<file path="src/rtl/audio_pkg.sv">
`default_nettype none
// ============================================================================
//  Module      : audio_pkg
//  Description : Shared audio-path types and defaults. The record
//                deserializer and the playback serializer both use the
//                same word type and LSB-first bit order.
//  Contents    : audio_word_t, default divider / word size / level threshold,
//                pdm_state_t (IDLE, RUN)
//  Revision    : 1.0 - initial release
// ============================================================================
package audio_pkg;

  typedef logic [15:0] audio_word_t;

  localparam int AUDIO_CLK_DIV      = 50;
  localparam int AUDIO_WORD_BITS    = 16;
  localparam int AUDIO_LEVEL_THRESH = 9;

  typedef enum logic [0:0] {
    IDLE = 1'b0,
    RUN  = 1'b1
  } pdm_state_t;

endpackage
`default_nettype wire

</file>
<file path="src/rtl/pdm_clk_gen.sv">
`default_nettype none
// ============================================================================
//  Module      : pdm_clk_gen
//  Description : PDM microphone clock generator. A divider counts
//                0..CLK_DIV-1 and the mic clock toggles at each wrap. When a
//                toggle takes the mic clock from 1 to 0, a one-cycle
//                fall strobe is raised in the cycle that follows that edge.
//  Ports       : clk           in   system clock
//                rst_n         in   asynchronous active-low reset
//                i_run         in   1 = run divider, 0 = hold clear (clock 0)
//                o_m_clk       out  mic clock
//                o_fall_strobe out  one-cycle pulse after each falling edge
//  Revision    : 1.0 - initial release
// ============================================================================
module pdm_clk_gen
  import audio_pkg::*;
#(
  parameter int CLK_DIV = AUDIO_CLK_DIV
) (
  input  logic clk,
  input  logic rst_n,
  input  logic i_run,
  output logic o_m_clk,
  output logic o_fall_strobe
);

  localparam int DIV_W = (CLK_DIV > 1) ? $clog2(CLK_DIV) : 1;

  logic [DIV_W-1:0] r_div;
  logic             r_m_clk;
  logic             r_fall;
  logic             w_terminal;

  assign w_terminal = (r_div == DIV_W'(CLK_DIV - 1));

  always_ff @(posedge clk or negedge rst_n) begin
    if (!rst_n) begin
      r_div   <= '0;
      r_m_clk <= 1'b0;
      r_fall  <= 1'b0;
    end else if (!i_run) begin
      r_div   <= '0;
      r_m_clk <= 1'b0;
      r_fall  <= 1'b0;
    end else begin
      r_fall <= 1'b0;
      if (w_terminal) begin
        r_div   <= '0;
        r_m_clk <= ~r_m_clk;
        // Old value 1 means this toggle is the falling edge.
        r_fall  <= r_m_clk;
      end else begin
        r_div <= r_div + 1'b1;
      end
    end
  end

  assign o_m_clk       = r_m_clk;
  assign o_fall_strobe = r_fall;

endmodule
`default_nettype wire

</file>
<file path="src/rtl/pdm_deserializer.sv">
`default_nettype none
// ============================================================================
//  Module      : pdm_deserializer
//  Description : Record side of the audio path. Drives the PDM mic clock,
//                samples the mic data on each falling mic-clock edge, packs
//                WORD_BITS samples LSB-first into a word and hands it out on
//                a valid/ready handshake. Also reports overrun and loudness.
//  Ports       : clock_i    in   system clock
//                reset_n_i  in   asynchronous active-low reset
//                enable_i   in   1 = record, 0 = idle (mic clock stopped)
//                m_data_i   in   PDM data from mic (asynchronous)
//                m_clk_o    out  mic clock
//                m_lr_sel_o out  channel select, tied to 0 (left)
//                data_o     out  assembled word, stable while valid_o=1
//                valid_o    out  word available
//                ready_i    in   consumer accepts when valid_o & ready_i
//                overrun_o  out  sticky: completed word replaced unread one
//                level_o    out  last word's ones-count >= LEVEL_THRESH
//  Revision    : 1.0 - initial release
// ============================================================================
module pdm_deserializer
  import audio_pkg::*;
#(
  parameter int CLK_DIV      = AUDIO_CLK_DIV,
  parameter int WORD_BITS    = AUDIO_WORD_BITS,
  parameter int LEVEL_THRESH = AUDIO_LEVEL_THRESH
) (
  input  logic                 clock_i,
  input  logic                 reset_n_i,
  input  logic                 enable_i,
  input  logic                 m_data_i,
  output logic                 m_clk_o,
  output logic                 m_lr_sel_o,
  output logic [WORD_BITS-1:0] data_o,
  output logic                 valid_o,
  input  logic                 ready_i,
  output logic                 overrun_o,
  output logic                 level_o
);

  localparam int CNT_W  = $clog2(WORD_BITS);
  localparam int ONES_W = $clog2(WORD_BITS + 1);

  // --------------------------------------------------------------------------
  // FSM: state register / next state / outputs
  // --------------------------------------------------------------------------
  pdm_state_t r_state;
  pdm_state_t w_state_next;
  logic       w_run;

  always_ff @(posedge clock_i or negedge reset_n_i) begin
    if (!reset_n_i) begin
      r_state <= IDLE;
    end else begin
      r_state <= w_state_next;
    end
  end

  always_comb begin
    w_state_next = r_state;
    case (r_state)
      IDLE: if (enable_i)  w_state_next = RUN;
      RUN:  if (!enable_i) w_state_next = IDLE;
    endcase
  end

  // Gating with enable_i makes the datapath and mic clock clear on the same
  // edge that takes the FSM back to IDLE.
  always_comb begin
    w_run = (r_state == RUN) && enable_i;
  end

  // --------------------------------------------------------------------------
  // Mic clock generator
  // --------------------------------------------------------------------------
  logic w_fall;

  pdm_clk_gen #(
    .CLK_DIV (CLK_DIV)
  ) u_clk_gen (
    .clk           (clock_i),
    .rst_n         (reset_n_i),
    .i_run         (w_run),
    .o_m_clk       (m_clk_o),
    .o_fall_strobe (w_fall)
  );

  // --------------------------------------------------------------------------
  // Two-flop synchronizer for the asynchronous mic data
  // --------------------------------------------------------------------------
  logic r_sync1;
  logic r_sync2;

  always_ff @(posedge clock_i or negedge reset_n_i) begin
    if (!reset_n_i) begin
      r_sync1 <= 1'b0;
      r_sync2 <= 1'b0;
    end else begin
      r_sync1 <= m_data_i;
      r_sync2 <= r_sync1;
    end
  end

  // --------------------------------------------------------------------------
  // Shift register, bit counter, running ones-count, output handshake
  // --------------------------------------------------------------------------
  logic [WORD_BITS-1:0] r_shift;
  logic [CNT_W-1:0]     r_bit_cnt;
  logic [ONES_W-1:0]    r_ones;
  logic [WORD_BITS-1:0] r_data;
  logic                 r_valid;
  logic                 r_overrun;
  logic                 r_level;

  logic                 w_sample;
  logic                 w_last;
  logic [WORD_BITS-1:0] w_word;
  logic [ONES_W-1:0]    w_ones_next;

  assign w_sample    = w_run & w_fall;
  assign w_last      = (r_bit_cnt == CNT_W'(WORD_BITS - 1));
  // Shift right, new sample into MSB: first sample lands in bit 0.
  assign w_word      = {r_sync2, r_shift[WORD_BITS-1:1]};
  assign w_ones_next = r_ones + {{(ONES_W-1){1'b0}}, r_sync2};

  always_ff @(posedge clock_i or negedge reset_n_i) begin
    if (!reset_n_i) begin
      r_shift   <= '0;
      r_bit_cnt <= '0;
      r_ones    <= '0;
      r_data    <= '0;
      r_valid   <= 1'b0;
      r_overrun <= 1'b0;
      r_level   <= 1'b0;
    end else if (!w_run) begin
      // Partial word is discarded; data_o keeps its last value.
      r_shift   <= '0;
      r_bit_cnt <= '0;
      r_ones    <= '0;
      r_valid   <= 1'b0;
      r_overrun <= 1'b0;
      r_level   <= 1'b0;
    end else begin
      if (r_valid && ready_i) begin
        r_valid <= 1'b0;
      end
      if (w_sample) begin
        r_shift <= w_word;
        if (w_last) begin
          // Completion overrides the acceptance drop above, so a word
          // accepted in its replacement's completion cycle is not an overrun.
          r_data    <= w_word;
          r_valid   <= 1'b1;
          r_level   <= (w_ones_next >= ONES_W'(LEVEL_THRESH));
          r_bit_cnt <= '0;
          r_ones    <= '0;
          if (r_valid && !ready_i) begin
            r_overrun <= 1'b1;
          end
        end else begin
          r_bit_cnt <= r_bit_cnt + 1'b1;
          r_ones    <= w_ones_next;
        end
      end
    end
  end

  assign m_lr_sel_o = 1'b0;
  assign data_o     = r_data;
  assign valid_o    = r_valid;
  assign overrun_o  = r_overrun;
  assign level_o    = r_level;

endmodule
`default_nettype wire
</file>
<file path="config.mk">
export PLATFORM = sky130hd
export DESIGN_NAME = pdm_deserializer
export DESIGN_NICKNAME = d
export VERILOG_FILES = /design/src/rtl/audio_pkg.sv /design/src/rtl/pdm_clk_gen.sv /design/src/rtl/pdm_deserializer.sv
export SDC_FILE = /design/constraint.sdc
export NUM_CORES = 1
export LEC_CHECK = 0
export CORE_MARGIN = 5
export CORE_UTILIZATION = 49
export CTS_BUF_LIST = sky130_fd_sc_hd__clkbuf_4 sky130_fd_sc_hd__clkbuf_8 sky130_fd_sc_hd__clkbuf_16
export DETAILED_ROUTE_END_ITERATION = 8
export PLACE_DENSITY = 0.71
export SLEW_MARGIN = 20
export SYNTH_ARGS = -nofsm -noshare
export SYNTH_HDL_FRONTEND = slang
export SYNTH_SLANG_ARGS = --single-unit
</file>
<file path="constraint.sdc">
create_clock -name clock_i -period 1.8 [get_ports clock_i]
set_input_delay 0.45 -clock clock_i [delete_from_list [all_inputs] [get_ports clock_i]]
set_output_delay 0.45 -clock clock_i [all_outputs]
set_load 0.02 [all_outputs]
</file>
======== Word-level counts from Yosys, hierarchy flattened ========
Index checks and enable logic that the tools add are counted.
W data, S select, Z words.
cells by class
  add/subtract/negate cells ............... 3
  $lt $le $gt $ge ......................... 1
  equal/unequal tests ..................... 6
  multiplexer cells ....................... 26
  bitwise logic cells ..................... 2
  reductions and logical operators ........ 7
operators with widths
  kind                   count
  $mux W16               2
  $mux W1                16
  $mux W5                3
  $mux W4                3
  $mux W6                2
  $ne A2 B2 Y1 const B   4
  $add A6 B1 Y6 const B  1
  $eq A6 B6 Y1 const B   1
  $reduce_and A3 Y1      2
  $add A5 B1 Y5          1
  $ge A5 B4 Y1 const B   1
  $add A4 B1 Y4 const B  1
  $eq A4 B4 Y1 const B   1
  $logic_and A1 B1 Y1    3
  $reduce_and A2 Y1      1
  $and A1 B1 Y1          1
  $logic_not A1 Y1       1
  $not A1 Y1             1
storage, ports and cells
  flip-flop bits (word level) ............. 55
  input bits .............................. 5
  output and inout port bits .............. 21
  word-level logic and storage cells ...... 58

======== Longest topological paths before layout ========
  depth after elaboration ................. 6
  mapped depth ............................ 5
  mapped depth without buffers ............ 5

======== By module ========
A second synthesis with hierarchy kept.
unflattened totals
  cell total of the unflattened synthesis .. 174
  area total of the unflattened synthesis .. 2269.7 um^2
modules (own cells, without submodules)
  module            instances  cells an instance  area each (um^2)  sequential area each (um^2)
  pdm_deserializer  1          141                1906.8            1151.1
  pdm_clk_gen       1          33                 362.8             200.2

======== Worst setup path after synthesis ========
OpenSTA, ideal clock, no wires.
  path kind ............................... register to register
  start ................................... register r_bit_cnt[0]
  end ..................................... register r_data[0] (netlist: data_o[0])
  library setup time ...................... 125 ps
  data arrival time ....................... 1423 ps
  required time ........................... 1675 ps
  path slack .............................. 252 ps
  cell stages (with the launch flop) ...... 6
  buffers on the path ..................... 1
  clock period less this slack ............ 1548 ps
  cells stage by stage .................... dfrtp_1 -> ha_1 -> nand2_1 -> nor3_4 -> buf_12 -> mux2_4
between the ends
  cells in the longest elaborated chain, start to end .. 2
RTL lines
  what                         RTL line                 text
  from (decl)                  pdm_deserializer.sv:108  logic [CNT_W-1:0] r_bit_cnt;
  from (signal assigned)       pdm_deserializer.sv:161  r_bit_cnt <= r_bit_cnt + 1'b1;
  $eq A4 B4 Y1                 pdm_deserializer.sv:121  assign w_last = (r_bit_cnt == CNT_W'(WORD_BITS - 1));
  $reduce_and A3 Y1 (no line)  n/a
  to (signal assigned)         pdm_deserializer.sv:152  r_data <= w_word;
  to (decl)                    pdm_deserializer.sv:110  logic [WORD_BITS-1:0] r_data;
No other way between the ends.
A chain may end at the register's enable or synchronous reset.

======== Final worst setup path ========
  start ................................... register r_valid (netlist: valid_o)
  end ..................................... output valid_o
RTL lines
  what                    RTL line                 text
  from (decl)             pdm_deserializer.sv:111  logic r_valid;
  from (signal assigned)  pdm_deserializer.sv:132  r_valid <= 1'b0;
  from (signal assigned)  pdm_deserializer.sv:140  r_valid <= 1'b0;
  from (signal assigned)  pdm_deserializer.sv:145  r_valid <= 1'b0;
  to (decl)               pdm_deserializer.sv:35   output logic valid_o,
No word-level cell between the ends.

==> impl_metrics.ini <==
[outcome]
run_status = complete, no violations

[global_route]
grt_use_total_pct = 13.7
grt_pass1_wl_um = 6620
grt_overflow = 0
grt_pass1_vias = 1437
grt_max_degree = 29
antenna_found_initial = 0

[worst_setup_path]
critPathKind = flip-flop to primary output
r2r-start = r_bit_cnt[0]
critical_path_arrival_ns = 1.32
reg2reg_depth = 5
regToRegSetupSlack_ns = 0.25
required_ns = 1.35
worstPathMaxFanout = 3
start_kind = flip-flop
slowest_delay_ns = 0.64
crit_path_start = valid_o
path_depth = 1
r2r-end = data_o[11]
worst_setup_path_end_kind = primary output
cpLargestDelayFamily = buffers and inverters
worst-path-buf-inv = 1
cp_slowest_cell = clkdlybuf4s50_1
path_cells = clkdlybuf4s50_1

[sta]
period_minus_slack_ns = 1.77
hold_violations = 0
period_share_pct = 98.2
worst_hold_slack_ns = 0.139
rsz0062_at_grt = no
setup_viol = 0
finalMaxSlewViolations = 0
fmaxAchievable_mhz = 566
finalClockSkew_ns = 0.00779

[synth]
syn_nets = 183
syn_area_per_cell_um2 = 13.0
synthTopCellsByCount = dfrtp_1 (54), nor2_1 (30), mux2i_1 (16), mux2_4 (9)
ys_seq_area_share_pct = 60.1
post-synth-top-area-fraction_pct = 60.1
synth_area_leaders = dfrtp_1 (60%), mux2i_1 (7.1%), mux2_4 (6.0%), nor2_1 (5.0%), mux2_2 (3.5%)
synth_ff_type = dfrtp_1
syn_inst = 173
post-synth-top-count-cell = dfrtp_1
synth_edf_count = 0
yosys.cell_types.count = 31
netlist_area_um2 = 2250
ys_async_sr_fraction_pct = 100
ys_ff_latch = 54
yosys.area.top_type = dfrtp_1
synth_warnings = 0

[routing]
wirelength_um = 3790
drtIter0Drc = 97
highest_layer = met4
vias = 1334
ant_nets = 0
first_pass_iters = 4
avgViaCountPerCell = 5.17
wl_per_cell_um = 14.7
drt-met1-wl_um = 1710
met3_length_um = 114
dr_wl_met2_um = 1890
drc = 0

[cts]
tritoncts = yes
ctsHoldBuffers = 0
cts_setup_buffers = 0
htree_levels = 2
clock_sinks = 54
cts_made_buffers = 5
clock_latency_ns = 0.30
clockBufferDepth = 2
cts-root-buf = clkbuf_8
cts.reportedPaths.clkPinSlew_ns = 0.09

[power_and_ir_drop]
p_leak_nw = 1.24
ir_worst_vdd_uv = 414
p_per_area_nw_per_um2 = 779
netSwitchingFraction_pct = 20.4
intPower_mw = 1.67
pwr-share-comb_pct = 3.0
pwr-share-seq_pct = 58.4
p_total_mw = 2.09
switchingPower_mw = 0.426
p_clk_share_pct = 38.6

[die]
start_util_pct = 51.0
io_pins = 26
die_x_um = 77.8
fp.dieH_um = 77.8
core_region_area_um2 = 4410
dieArea_um2 = 6050
rows = 24

[cells_and_area]
fillers = 343
final_core_util_pct = 60.9
final_area_um2 = 2690
drive_above_1_share_pct = 17.5
instances_no_fill = 258
num_antenna_cells = 0
layout.nets = 215
area_delta_synth_final_pct = 19.4

[place]
place_inst = 250
portBuffers = 24
placed_cell_area_um2 = 2570
gp_congestion = 0.784
hpwlAfterDp_um = 2670

[flow_run]
maxCapViolCount = 0

[worst_hold_path]
min_path_type = primary input to async pin
-- worst max-delay path by stage --
stage | slack, ns | endpoint
4_1_cts | 0.01 | m_clk_o
3_5_place_dp | -0.15 | data_o[7]
5_1_grt | 0.0003 | valid_o
2_1_floorplan | 0.25 | data_o[0]
6_report | 0.03 | valid_o
3_3_place_gp | -0.11 | data_o[10]
-- per-stage QoR --
| step | TNS [ns] | worst slack (ns) |
|---|---|---|
| CTS | 0 | 0.0142 |
| global route | 0 | 0.000332 |
| global placement | -1.53 | -0.115 |
| detailed placement | -1.94 | -0.150 |
| floorplan | 0 | 0.252 |
| finish | 0 | 0.0331 |
-- layer usage --
metal  global-route usage [%]  vias to the layer above
met3                     2.66                        8
li1                         -                      649
met5                        0                        -
met2                     22.4                       16
met1                     17.3                      661
met4                     6.70                        0
-- sequential cells by signal (all words and copies together) (netlist names), 4 cells and up --
register and flops:
data_o 16, r_shift 15, u_clk_gen.r_div 6, r_ones 5, r_bit_cnt 4
-- layout make-up --
cell class | instances | area [um2] | share of cell area [%]
clock inverters | 2 | 37.5 | 1.40
repair buffers | 31 | 303 | 11.3
flip-flops and latches | 54 | 1350 | 50.3
multi-input cells | 111 | 846 | 31.5
well taps | 52 | 65.1 | 2.42
inverters | 2 | 7.51 | 0.279
clock buffers | 6 | 76.3 | 2.84
-- power groups by stage --
| stage | clock, mW | sequential [mW] | combinational (mW) |
|---|---|---|---|
| CTS | 0.836 | 1.22 | 0.0657 |
| global route | 0.894 | 1.22 | 0.0731 |
| detailed placement | 0 | 1.25 | 0.0656 |
| floorplan | 0 | 1.25 | 0.0210 |
| finish | 0.807 | 1.22 | 0.0627 |
| global placement | 0 | 1.25 | 0.0631 |
-- timing repair --
item,4_1_cts,5_1_grt
hold endpoints to repair,0,0
setup endpoints to repair,0,1
gates resized for setup,0,1
-- cell usage in the layout, fill, tap and decap left out, types with 5 or more instances in the layout --
master	Yosys	routed
buf_4	1	6
clkbuf_8	0	5
clkdlybuf4s50_1	0	22
dfrtp_1	54	54
ha_1	5	5
mux2_2	7	7
mux2_4	9	9
mux2i_1	16	16
nand2_1	6	6
nand3_1	6	6
nor2_1	30	30
xor2_1	7	7
-- cells by family after synthesis --
group | Yosys count | share of synthesized area, %
DFF | 54 | 60.1
and+or+nand+nor | 50 | 10.0
muxes | 32 | 16.6
AOI/OAI and AO/OA | 13 | 4.12
xor gates and xnor gates | 10 | 3.89
buffers and inverters | 8 | 2.34
adders and majority gates | 5 | 2.78
other | 1 | 0.167
No activity file was read; power rests on OpenSTA's default activity.
